**src/rtl/ultrasound_array_scanner_if.sv**
```systemverilog
// Ultrasound array scanner bundle.
// Control inputs, sensor pins and result outputs.
interface ultrasound_array_scanner_if #(
  parameter int NUM_SENSORS = 6,
  parameter int DIST_WIDTH  = 8
);
  logic                   enable;
  logic                   continuous;
  logic [NUM_SENSORS-1:0] channel_mask;
  logic [NUM_SENSORS-1:0] ultrasound_response;
  logic [NUM_SENSORS-1:0] ultrasound_trigger;
  logic [NUM_SENSORS-1:0] ultrasound_power;
  logic [DIST_WIDTH-1:0]  distance;
  logic [3:0]             distance_channel;
  logic                   distance_valid;
  logic [NUM_SENSORS-1:0] timeout_flags;
  logic [DIST_WIDTH-1:0]  min_distance;
  logic [3:0]             min_channel;
  logic                   sweep_done;
  logic                   busy;

  // Controller side: rover logic and sensor pins.
  modport master (
    output enable,
    output continuous,
    output channel_mask,
    output ultrasound_response,
    input  ultrasound_trigger,
    input  ultrasound_power,
    input  distance,
    input  distance_channel,
    input  distance_valid,
    input  timeout_flags,
    input  min_distance,
    input  min_channel,
    input  sweep_done,
    input  busy
  );

  // Scanner side.
  modport slave (
    input  enable,
    input  continuous,
    input  channel_mask,
    input  ultrasound_response,
    output ultrasound_trigger,
    output ultrasound_power,
    output distance,
    output distance_channel,
    output distance_valid,
    output timeout_flags,
    output min_distance,
    output min_channel,
    output sweep_done,
    output busy
  );
endinterface

```
**src/rtl/ultrasound_array_scanner.sv**
```systemverilog
// Multi-channel HC-SR04 sweep controller.
// Pings masked channels in order, tracks nearest.
module ultrasound_array_scanner #(
  parameter int NUM_SENSORS         = 6,
  parameter int TRIGGER_CYCLES      = 275,
  parameter int RISE_TIMEOUT_CYCLES = 27000,
  parameter int ECHO_TIMEOUT_CYCLES = 1048576,
  parameter int POWER_CYCLE_CYCLES  = 27000000,
  parameter int SETTLE_CYCLES       = 1620000,
  parameter int DIST_SHIFT          = 12,
  parameter int DIST_OFFSET         = 5,
  parameter int DIST_WIDTH          = 8
) (
  input logic clock,
  input logic reset,
  ultrasound_array_scanner_if.slave bus
);

  localparam int TM1 = (TRIGGER_CYCLES > RISE_TIMEOUT_CYCLES)
                     ? TRIGGER_CYCLES : RISE_TIMEOUT_CYCLES;
  localparam int TM2 = (POWER_CYCLE_CYCLES > SETTLE_CYCLES)
                     ? POWER_CYCLE_CYCLES : SETTLE_CYCLES;
  localparam int TMAX = (TM1 > TM2) ? TM1 : TM2;
  localparam int TW   = $clog2(TMAX + 1);
  localparam int CW   = $clog2(ECHO_TIMEOUT_CYCLES + 1);
  localparam int CHW  = (NUM_SENSORS > 1)
                      ? $clog2(NUM_SENSORS) : 1;
  localparam int DMAX = (1 << DIST_WIDTH) - 1;
  localparam logic [CHW-1:0] LAST = CHW'(NUM_SENSORS - 1);

  typedef enum logic [3:0] {
    S_IDLE,
    S_SELECT,
    S_TRIGGER,
    S_WAIT_RISE,
    S_MEASURE,
    S_POWER,
    S_REPORT,
    S_SETTLE,
    S_END
  } state_t;

  state_t                 state;
  logic [NUM_SENSORS-1:0] sync1;
  logic [NUM_SENSORS-1:0] sync2;
  logic [NUM_SENSORS-1:0] mask_q;
  logic [NUM_SENSORS-1:0] trig_q;
  logic [NUM_SENSORS-1:0] power_q;
  logic [NUM_SENSORS-1:0] flags_q;
  logic [CHW-1:0]         ch;
  logic [TW-1:0]          timer;
  logic [CW-1:0]          count;
  logic [DIST_WIDTH-1:0]  result;
  logic [DIST_WIDTH-1:0]  best_d;
  logic [CHW-1:0]         best_c;
  logic [DIST_WIDTH-1:0]  dist_q;
  logic [CHW-1:0]         dch_q;
  logic                   dv_q;
  logic [DIST_WIDTH-1:0]  min_d;
  logic [CHW-1:0]         min_c;
  logic                   sd_q;
  logic [NUM_SENSORS-1:0] onehot;
  logic [31:0]            scaled;
  logic [DIST_WIDTH-1:0]  sat_d;
  logic                   echo;

  assign onehot = NUM_SENSORS'(1) << ch;
  assign echo   = sync2[ch];

  // Echo count to inches, clamped at the output range.
  always_comb begin
    scaled = 32'(count >> DIST_SHIFT) + 32'(DIST_OFFSET);
    sat_d  = scaled[DIST_WIDTH-1:0];
    if (scaled > 32'(DMAX)) sat_d = '1;
  end

  // Two-flop synchronizer on the raw echo pins.
  always_ff @(posedge clock) begin
    if (reset) begin
      sync1 <= '0;
      sync2 <= '0;
    end else begin
      sync1 <= bus.ultrasound_response;
      sync2 <= sync1;
    end
  end

  // Sweep sequencer with registered pin and result outputs.
  always_ff @(posedge clock) begin
    if (reset) begin
      state   <= S_IDLE;
      mask_q  <= '0;
      trig_q  <= '0;
      power_q <= '1;
      flags_q <= '0;
      ch      <= '0;
      timer   <= '0;
      count   <= '0;
      result  <= '1;
      best_d  <= '1;
      best_c  <= '0;
      dist_q  <= '0;
      dch_q   <= '0;
      dv_q    <= 1'b0;
      min_d   <= '1;
      min_c   <= '0;
      sd_q    <= 1'b0;
    end else begin
      dv_q <= 1'b0;
      sd_q <= 1'b0;
      unique case (state)
        S_IDLE: begin
          if (bus.enable) begin
            mask_q <= bus.channel_mask;
            best_d <= '1;
            best_c <= '0;
            ch     <= '0;
            state  <= S_SELECT;
          end
        end
        S_SELECT: begin
          if (mask_q[ch]) begin
            trig_q <= onehot;
            timer  <= '0;
            state  <= S_TRIGGER;
          end else if (ch == LAST) begin
            state <= S_END;
          end else begin
            ch <= ch + CHW'(1);
          end
        end
        S_TRIGGER: begin
          if (timer == TW'(TRIGGER_CYCLES - 1)) begin
            trig_q <= '0;
            timer  <= '0;
            state  <= S_WAIT_RISE;
          end else begin
            timer <= timer + TW'(1);
          end
        end
        S_WAIT_RISE: begin
          if (echo) begin
            count <= CW'(1);
            state <= S_MEASURE;
          end else if (timer == TW'(RISE_TIMEOUT_CYCLES - 1)) begin
            result      <= '1;
            flags_q[ch] <= 1'b1;
            state       <= S_REPORT;
          end else begin
            timer <= timer + TW'(1);
          end
        end
        S_MEASURE: begin
          if (!echo) begin
            result      <= sat_d;
            flags_q[ch] <= 1'b0;
            state       <= S_REPORT;
          end else if (count == CW'(ECHO_TIMEOUT_CYCLES)) begin
            result      <= '1;
            flags_q[ch] <= 1'b1;
            power_q[ch] <= 1'b0;
            timer       <= '0;
            state       <= S_POWER;
          end else begin
            count <= count + CW'(1);
          end
        end
        S_POWER: begin
          if (timer == TW'(POWER_CYCLE_CYCLES - 1)) begin
            power_q[ch] <= 1'b1;
            state       <= S_REPORT;
          end else begin
            timer <= timer + TW'(1);
          end
        end
        S_REPORT: begin
          dist_q <= result;
          dch_q  <= ch;
          dv_q   <= 1'b1;
          if (result < best_d) begin
            best_d <= result;
            best_c <= ch;
          end
          timer <= '0;
          state <= S_SETTLE;
        end
        S_SETTLE: begin
          if (timer == TW'(SETTLE_CYCLES - 1)) begin
            if (ch == LAST) begin
              state <= S_END;
            end else begin
              ch    <= ch + CHW'(1);
              state <= S_SELECT;
            end
          end else begin
            timer <= timer + TW'(1);
          end
        end
        S_END: begin
          min_d <= best_d;
          min_c <= best_c;
          sd_q  <= 1'b1;
          if (bus.continuous) begin
            mask_q <= bus.channel_mask;
            best_d <= '1;
            best_c <= '0;
            ch     <= '0;
            state  <= S_SELECT;
          end else begin
            state <= S_IDLE;
          end
        end
        default: state <= S_IDLE;
      endcase
    end
  end

  assign bus.ultrasound_trigger = trig_q;
  assign bus.ultrasound_power   = power_q;
  assign bus.distance           = dist_q;
  assign bus.distance_channel   = 4'(dch_q);
  assign bus.distance_valid     = dv_q;
  assign bus.timeout_flags      = flags_q;
  assign bus.min_distance       = min_d;
  assign bus.min_channel        = 4'(min_c);
  assign bus.sweep_done         = sd_q;
  assign bus.busy               = (state != S_IDLE);

endmodule

```
**src/flat_wrapper.sv**
```systemverilog
// flat-port wrapper written by rule: the top's interface ports become plain ports
module ultrasound_array_scanner_flat 
#(
  parameter int NUM_SENSORS         = 6,
  parameter int TRIGGER_CYCLES      = 275,
  parameter int RISE_TIMEOUT_CYCLES = 27000,
  parameter int ECHO_TIMEOUT_CYCLES = 1048576,
  parameter int POWER_CYCLE_CYCLES  = 27000000,
  parameter int SETTLE_CYCLES       = 1620000,
  parameter int DIST_SHIFT          = 12,
  parameter int DIST_OFFSET         = 5,
  parameter int DIST_WIDTH          = 8
)
  (clock, reset, bus_enable, bus_continuous, bus_channel_mask, bus_ultrasound_response, bus_ultrasound_trigger, bus_ultrasound_power, bus_distance, bus_distance_channel, bus_distance_valid, bus_timeout_flags, bus_min_distance, bus_min_channel, bus_sweep_done, bus_busy);
  ultrasound_array_scanner_if #(.NUM_SENSORS(NUM_SENSORS), .DIST_WIDTH(DIST_WIDTH)) bus_i ();
  input logic clock;
  input logic reset;
  input wire logic [$bits(bus_i.enable)-1:0] bus_enable;
  input wire logic [$bits(bus_i.continuous)-1:0] bus_continuous;
  input wire logic [$bits(bus_i.channel_mask)-1:0] bus_channel_mask;
  input wire logic [$bits(bus_i.ultrasound_response)-1:0] bus_ultrasound_response;
  output wire logic [$bits(bus_i.ultrasound_trigger)-1:0] bus_ultrasound_trigger;
  output wire logic [$bits(bus_i.ultrasound_power)-1:0] bus_ultrasound_power;
  output wire logic [$bits(bus_i.distance)-1:0] bus_distance;
  output wire logic [$bits(bus_i.distance_channel)-1:0] bus_distance_channel;
  output wire logic [$bits(bus_i.distance_valid)-1:0] bus_distance_valid;
  output wire logic [$bits(bus_i.timeout_flags)-1:0] bus_timeout_flags;
  output wire logic [$bits(bus_i.min_distance)-1:0] bus_min_distance;
  output wire logic [$bits(bus_i.min_channel)-1:0] bus_min_channel;
  output wire logic [$bits(bus_i.sweep_done)-1:0] bus_sweep_done;
  output wire logic [$bits(bus_i.busy)-1:0] bus_busy;
  assign bus_i.enable = bus_enable;
  assign bus_i.continuous = bus_continuous;
  assign bus_i.channel_mask = bus_channel_mask;
  assign bus_i.ultrasound_response = bus_ultrasound_response;
  assign bus_ultrasound_trigger = bus_i.ultrasound_trigger;
  assign bus_ultrasound_power = bus_i.ultrasound_power;
  assign bus_distance = bus_i.distance;
  assign bus_distance_channel = bus_i.distance_channel;
  assign bus_distance_valid = bus_i.distance_valid;
  assign bus_timeout_flags = bus_i.timeout_flags;
  assign bus_min_distance = bus_i.min_distance;
  assign bus_min_channel = bus_i.min_channel;
  assign bus_sweep_done = bus_i.sweep_done;
  assign bus_busy = bus_i.busy;
  ultrasound_array_scanner #(.NUM_SENSORS(NUM_SENSORS), .TRIGGER_CYCLES(TRIGGER_CYCLES), .RISE_TIMEOUT_CYCLES(RISE_TIMEOUT_CYCLES), .ECHO_TIMEOUT_CYCLES(ECHO_TIMEOUT_CYCLES), .POWER_CYCLE_CYCLES(POWER_CYCLE_CYCLES), .SETTLE_CYCLES(SETTLE_CYCLES), .DIST_SHIFT(DIST_SHIFT), .DIST_OFFSET(DIST_OFFSET), .DIST_WIDTH(DIST_WIDTH)) u_core (.clock(clock), .reset(reset), .bus(bus_i));
endmodule
```
**config.mk**
```make
export PLATFORM = sky130hd
export DESIGN_NAME = ultrasound_array_scanner_flat
export DESIGN_NICKNAME = d
export VERILOG_FILES = /design/src/rtl/ultrasound_array_scanner_if.sv /design/src/rtl/ultrasound_array_scanner.sv /design/src/flat_wrapper.sv
export SDC_FILE = /design/constraint.sdc
export NUM_CORES = 1
export LEC_CHECK = 0
export CAP_MARGIN = 20
export CORE_ASPECT_RATIO = 1.4
export CORE_MARGIN = 5
export CORE_UTILIZATION = 60
export DETAILED_ROUTE_END_ITERATION = 6
export GPL_ROUTABILITY_DRIVEN = 0
export PLACE_DENSITY_LB_ADDON = 0.12
export SETUP_SLACK_MARGIN = 0.3
export SLEW_MARGIN = 20
export SYNTH_ARGS = -nofsm -noshare
export SYNTH_HDL_FRONTEND = slang
export SYNTH_SLANG_ARGS = --single-unit
```
**constraint.sdc**
```tcl
create_clock -name clock -period 5 [get_ports clock]
set_input_delay 0.5 -clock clock [delete_from_list [all_inputs] [get_ports clock]]
set_output_delay 0.5 -clock clock [all_outputs]
set_load 0.005 [all_outputs]
```
==> metrics.md, run 1 <==
| Metric | Value |
|---|---|
| Via density | slightly above 6 |
| Max Cap Violations | 0 |
| First-pass GRT wire length | around 28 mm |
| Vert. Die Dim | 131.4 um |
| Final core area utilization | slightly above 70% |
| Yosys warns | 0 |
| CTS buffer count | 17 |
| Clock share of power | 43.2% |
| Seq/Total Area, Yosys | between 40% and 50% |
| Unrepaired setup endpoints after global routing | false |
| Area growth syn-to-layout | 19.14% |
| WL final | 16.60 mm |
| Ant diodes | 0 |
| Die width | roughly 97 um |
| Fin. max-slew vios | 0 |
| Status | completed |
| Starting density of the core | between 60 and 70% |
| Final Hold Fails | 0 |
| Post-route design area | between 7000 and 8000 sq um |
| Syn Area/Cell | between 8 and 9 sq um |
| P_sw | between 0.0008 and 0.0009 W |
| Inst Count DP | 918 |
| Post-route ant nets | 0 |
| Slew Limit Headroom | 35.18% |
| Clock latency on the worst-skew pair | ~0.42 ns |
| Num Clock Sinks | approximately 130 |
| Post-CTS setup buffers | 0 |
| Hold Buf Count CTS | 0 |
| Tot Pwr | approximately 0.0029 W |
| Internal | between 0.002 and 0.0025 W |
| Fin crit share | a little over two thirds |
| Combinational group share of total power | between 15 and 20% |
| DP Area | 6929 sq um |
| Asr flop ratio synth | 0% |
| GRT Total Usage | roughly a quarter |
| FP Rows | 44 |
| H-tree depth | 4 |
| Clk pin slew, worst setup/hold paths | 0.06 ns |
| Crit path launch type | register |
| Initial antenna violation count | 0 |
| Number of global-route vias before repair | approximately 5700 |
| Num ports | 61 |
| Critical path data arrival time | approximately 3.8 ns |
| Post-synth top flop | dfxtp_1 |
| Worst EP required | between 5 and 6 ns |
| DR iter-0 viols | 578 |
| Post-detail-place hpwl | 11.73 mm |
| GR Overflow Total | 0 |
| DR vias | 5820 |
| Worst Tran Pin Value | 0.9723 ns |
| 1st-pass router iterations | 6 |
| PwrDens | about 380 nW/um^2 |
| CTS Buffer Depth | 2 |
| CP Capture Type | register |
| Lkg Pwr | 2.693 nW |
| Drt wl/cell | approximately 17 um |
| CTS tree | done |
| CTS resizes | 0 |
| Die ar. | ~13000 sq um |
| Final Critical Period | roughly 3.5 ns |
| Total Neg Setup Slack | 0 ns |
| Number of distinct library cells after synthesis | 61 |
| Switching share of power | roughly 28% |
| Clock skew | approximately 0.0084 ns |
| PortBufs | 58 |
| CP Class | register to register |
| CP Max Fanout | 36 |
| Share of cells above drive strength 1 | approximately 6.4% |
| Fill cells | 817 |
| Root Buffer | clkbuf_16 |
| Fmax | ~290 MHz |
| Reg2reg setup slack | approximately 1.5 ns |
| Seq pwr share | between 40% and 50% |
| Final net count | approximately 830 |
| Mapped Area | between 6000 and 7000 sq um |
| Core box area | around 10000 sq um |
| DRC viols | 0 |
| Number of flops mapped to enable cells by yosys | 0 |
| Setup-failing EPs final | 0 |
| Largest net degree at the start of global routing | between 80 and 90 |
| Final std cells w/o fill | 950 |
| Hold WC Path Type | register to register |
| VDD IR max | around 0.27 mV |
| Mapped Cells | roughly 760 |
| Synth Register Bits | 132 |
==> power by group through the flow <==
stage	combinational, W	sequential, W	clock, W
5_1_grt	0.000524	0.00115	0.00129
3_5_place_dp	0.000470	0.00116	0
6_report	0.000479	0.00114	0.00123
3_3_place_gp	0.000456	0.00116	0
2_1_floorplan	0.000359	0.00113	0
4_1_cts	0.000473	0.00114	0.00124
==> final cells by class <==
class	count	area [sq um]	area share, %
clock buffer	21	470.5	6.253
multi-input combinational	563	3411	45.34
inverter	20	75.07	0.9978
clock inverter	11	123.9	1.646
tap	138	172.7	2.295
sequential	132	2643	35.12
timing repair buffer	65	628.1	8.349
==> path summary, 6_finish.rpt <==
| check | to | start | cells past startpoint |
|---|---|---|---|
| setup / recovery | u_core.timer[3] | u_core.ch[2] | 7 |
| hold / removal | u_core.sync2[0] | u_core.sync1[0] | 1 |
| setup reg to reg | u_core.timer[3] | u_core.ch[2] | 7 |
| hold reg to reg | u_core.sync2[0] | u_core.sync1[0] | 1 |
==> logic make-up after synthesis <==
family	synth area share (%)
AO/OA/AOI/OAI	16.21
XOR/XNOR	3.190
adder cells (fa/ha/maj)	3.567
buffers and inverters	4.200
flip-flops	41.85
multiplexers	3.447
other	0.05938
AND/OR/NAND/NOR	27.48
==> metrics by stage <==
step | worst slack (ns) | hold slack [ns]
after detailed placement | 1.525 | 0.4283
final | 1.512 | 0.4384
after global placement | 1.724 | 0.4201
after CTS | 1.515 | 0.4440
after global routing | 1.274 | 0.4568
after floorplan | 2.424 | 0.4138
==> worst max-delay path, cell delays in order, from the launching register on <==
cell	delay (ns)
dfxtp_1	0.63
mux2i_1	0.24
mux4_2	0.42
a21boi_1	0.25
nor2_1	0.09
or4_1	0.97
or4_1	0.65
a21oi_1	0.15
==> per-layer routing <==
layer | vias up | routed length [um] | track usage, %
met4 | 0 | 620 | 12.18
met1 | 2756 | 6460 | 29.22
li1 | 2790 | - | -
met3 | 55 | 829 | 5.726
met5 | - | 0 | 0
met2 | 219 | 8690 | 47.47
==> registers in the layout, summed over array words and instances (netlist names), 4 cells and up, named ones only <==
| register | flops |
|---|---|
| u_core.timer | 25 |
| u_core.count | 21 |
| u_core.best_d | 8 |
| u_core.bus.distance | 8 |
| u_core.bus.min_distance | 8 |
| u_core.result | 8 |
| u_core.bus.ultrasound_trigger | 6 |
| u_core.mask_q | 6 |
| u_core.sync1 | 6 |
| u_core.sync2 | 6 |
| u_core.state | 4 |
==> cell usage in the layout (no fill, tap or decap), types with 17 or more instances in the layout <==
| cell type | count |
|---|---|
| inv_1 | 19 |
| nor2b_1 | 26 |
| dfxtp_1 | 132 |
| a21oi_1 | 65 |
| nand2_1 | 77 |
| clkdlybuf4s50_1 | 57 |
| nor2_1 | 79 |
| ha_1 | 18 |
| nand3_1 | 35 |
| clkbuf_16 | 17 |
| o21ai_0 | 31 |
==> Yosys cell counts (3+ instances only) <==
| library cell | instances | area, sq um |
|---|---|---|
| nor4b_1 | 3 | 26.28 |
| and4_1 | 3 | 26.28 |
| dfxtp_1 | 132 | 2643 |
| or2_2 | 4 | 25.02 |
| and3_1 | 11 | 68.82 |
| mux2i_1 | 15 | 150.1 |
| nor2_1 | 79 | 296.5 |
| nor4_1 | 14 | 87.58 |
| xnor2_1 | 13 | 113.9 |
| clkbuf_1 | 34 | 127.6 |
| nand2_1 | 77 | 289.0 |
| o21ai_0 | 31 | 155.2 |
| nand4b_1 | 9 | 78.83 |
| nor2b_1 | 26 | 162.7 |
| a21oi_1 | 65 | 325.3 |
| a311oi_1 | 3 | 26.28 |
| a211o_1 | 7 | 61.31 |
| buf_2 | 5 | 25.02 |
| inv_1 | 19 | 71.32 |
| nor3_1 | 12 | 60.06 |
| xor2_1 | 10 | 87.58 |
| nand2b_1 | 15 | 93.84 |
| nand4_1 | 13 | 81.33 |
| a31oi_1 | 12 | 75.07 |
| or4_1 | 15 | 112.6 |
| o22a_1 | 9 | 78.83 |
| o22ai_1 | 8 | 50.05 |
| ha_1 | 18 | 225.2 |
| and2_1 | 6 | 37.54 |
| nand3_1 | 35 | 175.2 |
| a211oi_1 | 10 | 75.07 |
| or3_1 | 5 | 31.28 |
Note: power is estimated with default switching activity, not from simulation.
==> inputs of run 2 (changes only) <==
Settings changed: CORE_UTILIZATION 60 to 57.
Clock period 5 ns to 3.23 ns, I/O delays scaled along.
==> run 2 against run 1 <==
Against the previous run:
- sequential power up 54%
- largest cell class unchanged
- routed wire length shrank 0.43%
- critical path depth did not move
- clock power rose by 57%
- highest routed layer unchanged
- clock skew is 0.0035 ns lower
==> metrics.md, run 2 (synthesis gave the netlist of run 1 again) <==
| Metric | Value |
|---|---|
| Worst r2r path cells | 7 |
| Vert. Die Dim | approximately 130 um |
| Via density | approximately 6 |
| H-tree depth | 4 |
| CTS Buffer Depth | 2 |
| GRT Total Usage | 24.87% |
| Die width | ~100 um |
| Largest net degree at the start of global routing | around 70 |
| Total Neg Setup Slack | 0 ns |
| P_sw | 0.001257 W |
| CP Class | register to register |
| Top delay family on crit path | multiplexers |
| Initial antenna violation count | 0 |
| Share of cells above drive strength 1 | around a tenth |
| Critical-path cell list | nand2b_1 -> mux4_2 -> buf_12 -> or4b_1 -> a2111oi_2 -> nor2b_1 -> mux2_2 |
| Worst path slowest cell | mux4_2 |
| GR Overflow Total | 0 |
| CTS tree | done |
| Num ports | slightly above 60 |
| Hold Crit Depth | 1 |
| Most frequent cells in the layout | 130 x dfxtp_1, 79 x nor2_1, 77 x nand2_1, 65 x a21oi_1, 57 x clkdlybuf4s50_1 |
| Area growth syn-to-layout | 22.61% |
| Clock share of power | 42.9% |
| FP Rows | 45 |
| VDD IR max | 0.3987 mV |
| DR vias | 5832 |
| Fmax | ~360 MHz |
| Met1 GRT Util | about 28% |
| Clock latency on the worst-skew pair | between 0.4 and 0.5 ns |
| Combinational group share of total power | between 10% and 20% |
| Max Cap Violations | 0 |
| Die ar. | 13310 sq um |
| Setup-failing EPs final | 0 |
| Final Critical Period | approximately 2.8 ns |
| Core box area | roughly 11000 sq um |
| Internal | about 0.0032 W |
| Largest Register | u_core.timer |
| PortBufs | just under 60 |
| Lkg Pwr | about 2.8 nW |
| Fin crit share | roughly 87% |
| Post-route ant nets | 0 |
| Post-detail-place hpwl | between 10 and 15 mm |
| Number of global-route vias before repair | between 5000 and 6000 |
| Starting density of the core | approximately three fifths |
| DR iter-0 viols | approximately 400 |
| Seq pwr share | between 30% and 40% |
| Clk pin slew, worst setup/hold paths | around 0.06 ns |
| Status | completed |
| Crit path launch type | register |
| Root Buffer | clkbuf_16 |
| Slew Limit Headroom | about half |
| Drt wl/cell | between 15 and 20 um |
| Critical path depth in cells | 7 |
| Crit-path max cell delay | around 0.57 ns |
| GRT busiest layer | met2 |
| WL final | around 17 mm |
| Met3 usage | ~5.0% |
| Met2 usage | between 40 and 50% |
| CP Max Fanout | 9 |
| 1st-pass router iterations | 5 |
| Clock skew | 0.004936 ns |
| Critical path data arrival time | approximately 3.1 ns |
| Commonest non-fill, non-tap cell in the layout | dfxtp_1 |
| Buf/Inv on CP | 1 |
| CTS buffer count | 17 |
| Largest registers | u_core.timer (25), u_core.count (21) |
| PwrDens | 581.5 nW/um^2 |
| CP Capture Type | register |
| Fin. max-slew vios | 0 |
| Hold WC Path Type | register to register |
| Hold_ws | between 0.4 and 0.5 ns |
| Final Hold Fails | 0 |
| Num Clock Sinks | between 100 and 150 |
| Switching share of power | 27.93% |
| Ant diodes | 0 |
| DRC viols | 0 |
| Unrepaired setup endpoints after global routing | false |
| Final net count | approximately 850 |
| First-pass GRT wire length | 27.10 mm |
| Max reg flops | 25 |
| Worst Tran Pin Value | roughly 0.75 ns |
| Worst EP required | roughly 3.5 ns |
run 2: changes by cell type in the layout (fill, tap and decap cells not counted), sizes merged:
cell | before | now
clkinv | 5 | 7
bufinv | 2 | 3
inv | 21 | 20
clkbuf | 21 | 18
buf | 8 | 27
run 2: final timing paths:
kind / start / to / slack, ns
worst max-delay path: u_core.ch[2] / u_core.count[19] / 0.42
worst min-delay path: u_core.sync1[0] / u_core.sync2[0] / 0.44
worst max register to register: u_core.ch[2] / u_core.count[19] / 0.42
worst min register to register: u_core.sync1[0] / u_core.sync2[0] / 0.44
run 2: what timing repair did:
| item | in CTS | in global routing |
|---|---|---|
| gates resized for setup | 0 | 9 |
| setup buffers | 0 | 5 |
| hold endpoints to repair | 0 | 0 |
| endpoints found under the setup margin | 0 | 14 |
| hold buffers | 0 | 0 |
run 2: power groups by stage:
stage	Clock (W)	Combinational, W	Sequential [W]
2_1_floorplan	0	0.000555	0.00176
3_3_place_gp	0	0.000764	0.00178
3_5_place_dp	0	0.000784	0.00179
4_1_cts	0.00194	0.000788	0.00175
5_1_grt	0.00203	0.000884	0.00176
6_report	0.00193	0.000816	0.00175
run 2: per-layer routing:
| metal | up-vias | part of all wire, % |
|---|---|---|
| met3 | 43 | 4.8 |
| met1 | 2775 | 39 |
| met4 | 0 | 2.6 |
| met5 | - | 0 |
| met2 | 186 | 53 |
| li1 | 2828 | - |
run 2: cell type report:
cell class | count | area [sq um]
Sequential cell | 132 | 2645
Clock inverter | 13 | 158.9
Multi-Input combinational cell | 563 | 3448
Inverter | 20 | 75.07
Tap cell | 141 | 176.4
Timing Repair Buffer | 84 | 799.5
Fill cell | 856 | 3124
Clock buffer | 18 | 439.2
run 2: through the flow:
stage	total power, W	instance area (sq um)	utilization, %	setup slack (ns)	cells
6_report	0.004502	7742	71.25	0.4227	971
5_1_grt	0.004679	7742	71.25	0.2937	971
4_1_cts	0.004485	7649	70.39	0.3216	966
3_5_place_dp	0.002570	7051	64.88	0.3432	935
3_3_place_gp	0.002547	7051	64.88	0.4093	935
2_1_floorplan	0.002311	6319	-	0.6536	758
==> inputs of run 3 (changes only) <==
Settings changed: CORE_UTILIZATION 57 to 35.
==> run 3 against run 2 <==
Against the previous run:
- clock skew up 0.0013 ns
- final cell count up 11%
- first-iteration DRC count up 7.3%
- via count down 1.4%
- sequential power about the same
- sequential share of layout area down 0.58 points
- critical path depth unchanged
==> metrics.md, run 3 (synthesis gave the netlist of run 1 again) <==
| Metric | Value |
|---|---|
| Core box area | around 18000 sq um |
| Via density | between 5 and 6 |
| Tot Pwr | roughly 0.0045 W |
| Max reg flops | 25 |
| Max Cap Violations | 0 |
| Initial antenna violation count | 0 |
| CTS tree | done |
| DRC viols | 0 |
| DP Area | between 7000 and 8000 sq um |
| Critical-path cell list | nand2b_1 -> mux4_2 -> buf_4 -> or4b_1 -> a2111oi_4 -> nor2b_1 -> mux2_2 |
| Final Critical Period | approximately 2.8 ns |
| Inst Count DP | 1035 |
| Most frequent cells in the layout | 130 x dfxtp_1, 79 x nor2_1, 77 x nand2_1, 65 x a21oi_1, 57 x clkdlybuf4s50_1 |
| First-pass GRT wire length | 28.82 mm |
| FP Rows | 58 |
| Vert. Die Dim | ~170 um |
| Critical path depth in cells | 7 |
| Die ar. | 20870 sq um |
| Fin crit share | between 80% and 90% |
| Num Clock Sinks | roughly 130 |
| Num ports | 61 |
| Die width | 123.5 um |
| Critical path data arrival time | 3.11 ns |
| Combinational group share of total power | between 10% and 20% |
| Commonest non-fill, non-tap cell in the layout | dfxtp_1 |
| Worst path slowest cell | or4b_1 |
| Clock share of power | 43.2% |
| Drt wl/cell | between 15 and 20 um |
| Clock latency on the worst-skew pair | 0.42 ns |
| Crit path launch type | register |
| Worst r2r src | u_core.ch[2] |
| Worst setup path startpoint | u_core.ch[2] |
| Starting density of the core | a little over a third |
| Reg2reg setup slack | 0.42 ns |
| Buf/Inv on CP | 1 |
| CP Capture Type | register |
| Final Hold Fails | 0 |
| P_sw | 0.001283 W |
| Hold Crit Depth | 2 |
| Worst Tran Pin Value | just under 1 ns |
| Number of global-route vias before repair | about 5700 |
| Switching share of power | 28.44% |
| Share of cells above drive strength 1 | 9.964% |
| Setup-failing EPs final | 0 |
| Total Neg Setup Slack | 0 ns |
| Post-route design area | 7875 sq um |
| Largest Register | u_core.timer |
| Final net count | 854 |
| DR vias | around 5800 |
| Largest net degree at the start of global routing | between 60 and 70 |
| Fmax | 355.6 MHz |
| CTS Buffer Depth | 2 |
| Final std cells w/o fill | between 1000 and 1500 |
| Area growth syn-to-layout | 24.71% |
| Worst r2r path cells | 7 |
| H-tree depth | 4 |
| Slew Limit Headroom | around a third |
| Status | completed |
| CTS buffer count | 17 |
| Post-detail-place hpwl | about 13 mm |
| VDD IR max | between 0.3 and 0.4 mV |
| Reg-to-reg endpoint | u_core.count[19] |
| Clock skew | about 0.0062 ns |
| Seq pwr share | 39.0% |
| Hold WC Path Type | input pin to register |
| 1st-pass router iterations | 5 |
| Lkg Pwr | 2.820 nW |
| Crit-path max cell delay | 0.57 ns |
| Top delay family on crit path | simple AND/OR/NAND/NOR gates |
| WL final | between 15 and 20 mm |
| DR iter-0 viols | 440 |
| Fin. max-slew vios | 0 |
| GR Overflow Total | 0 |
| Ant diodes | 0 |
| GRT Total Usage | roughly 17% |
| Internal | around 0.0032 W |
| Root Buffer | clkbuf_16 |
| Largest registers | u_core.timer (25), u_core.count (21) |
| Post-route ant nets | 0 |
| Worst EP required | ~3.5 ns |
| Clk pin slew, worst setup/hold paths | around 0.06 ns |
| PwrDens | roughly 570 nW/um^2 |
| Worst Setup EP | u_core.count[19] |
| Hold_ws | 0.4159 ns |
| PortBufs | 58 |
| Unrepaired setup endpoints after global routing | true |
| Hold Buf Count CTS | 0 |
| CP Max Fanout | 8 |
| CP Class | register to register |
## run 3: cell count changes in the layout (fill, tap and decap cells not counted), moves of 2 or more
cell,previous run,this run
buf_4,23,29
clkbuf_8,1,4
buf_12,2,0
clkinvlp_4,3,1
nor4_2,1,3
## run 3: worst reg2reg max path: stages (launching register included)
cell and delay [ns]:
dfxtp_2 0.34, nand2b_1 0.15, mux4_2 0.53, buf_4 0.19
or4b_1 0.57, a2111oi_4 0.36, nor2b_1 0.21, mux2_2 0.35
## run 3: final cells by class
type / instances / area (sq um)
fill: 1779 / 9977
multi-input combinational: 563 / 3463
sequential: 132 / 2645
timing repair buffer: 86 / 788.3
clock buffer: 21 / 480.5
tap: 240 / 300.3
clock inverter: 11 / 122.6
inverter: 20 / 75.07
## run 3: through the flow
| step | util [%] | setup WS, ns |
|---|---|---|
| after floorplan | - | 0.6536 |
| after global placement | 40.20 | 0.3355 |
| after detailed placement | 40.20 | 0.2435 |
| after CTS | 43.62 | 0.3038 |
| after global routing | 44.11 | 0.2975 |
| final | 44.11 | 0.4178 |
## run 3: power by group through the flow
| stage | clock network (W) | registers (W) | logic [W] |
|---|---|---|---|
| after floorplan | 0 | 0.00176 | 0.000555 |
| after global placement | 0 | 0.00180 | 0.000780 |
| after detailed placement | 0 | 0.00180 | 0.000786 |
| after CTS | 0.00200 | 0.00176 | 0.000790 |
| after global routing | 0.00207 | 0.00177 | 0.000884 |
| final | 0.00195 | 0.00176 | 0.000801 |
## run 3: layer usage
metal / vias to the layer above / wire [um] / GRT usage [%]
met5: - / 0 / 0
met3: 29 / 605 / 3.610
met2: 120 / 8961 / 29.64
met4: 0 / 392 / 6.747
met1: 2756 / 7441 / 21.15
li1: 2845 / - / -
## run 3: worst min-delay path by stage
| stage | to | startpoint |
|---|---|---|
| final | u_core.ch[2] | reset |
| after global routing | u_core.ch[2] | reset |
| after CTS | u_core.count[1] | reset |
| after global placement | u_core.sync2[2] | u_core.sync1[2] |
| after detailed placement | u_core.sync2[1] | u_core.sync1[1] |
| after floorplan | u_core.sync2[0] | u_core.sync1[0] |
## run 3: what timing repair did
action,4_1_cts,5_1_grt
gates resized for setup,1,8
pin swaps,0,1
buffers inserted,0,6
endpoints found under the setup margin,7,18
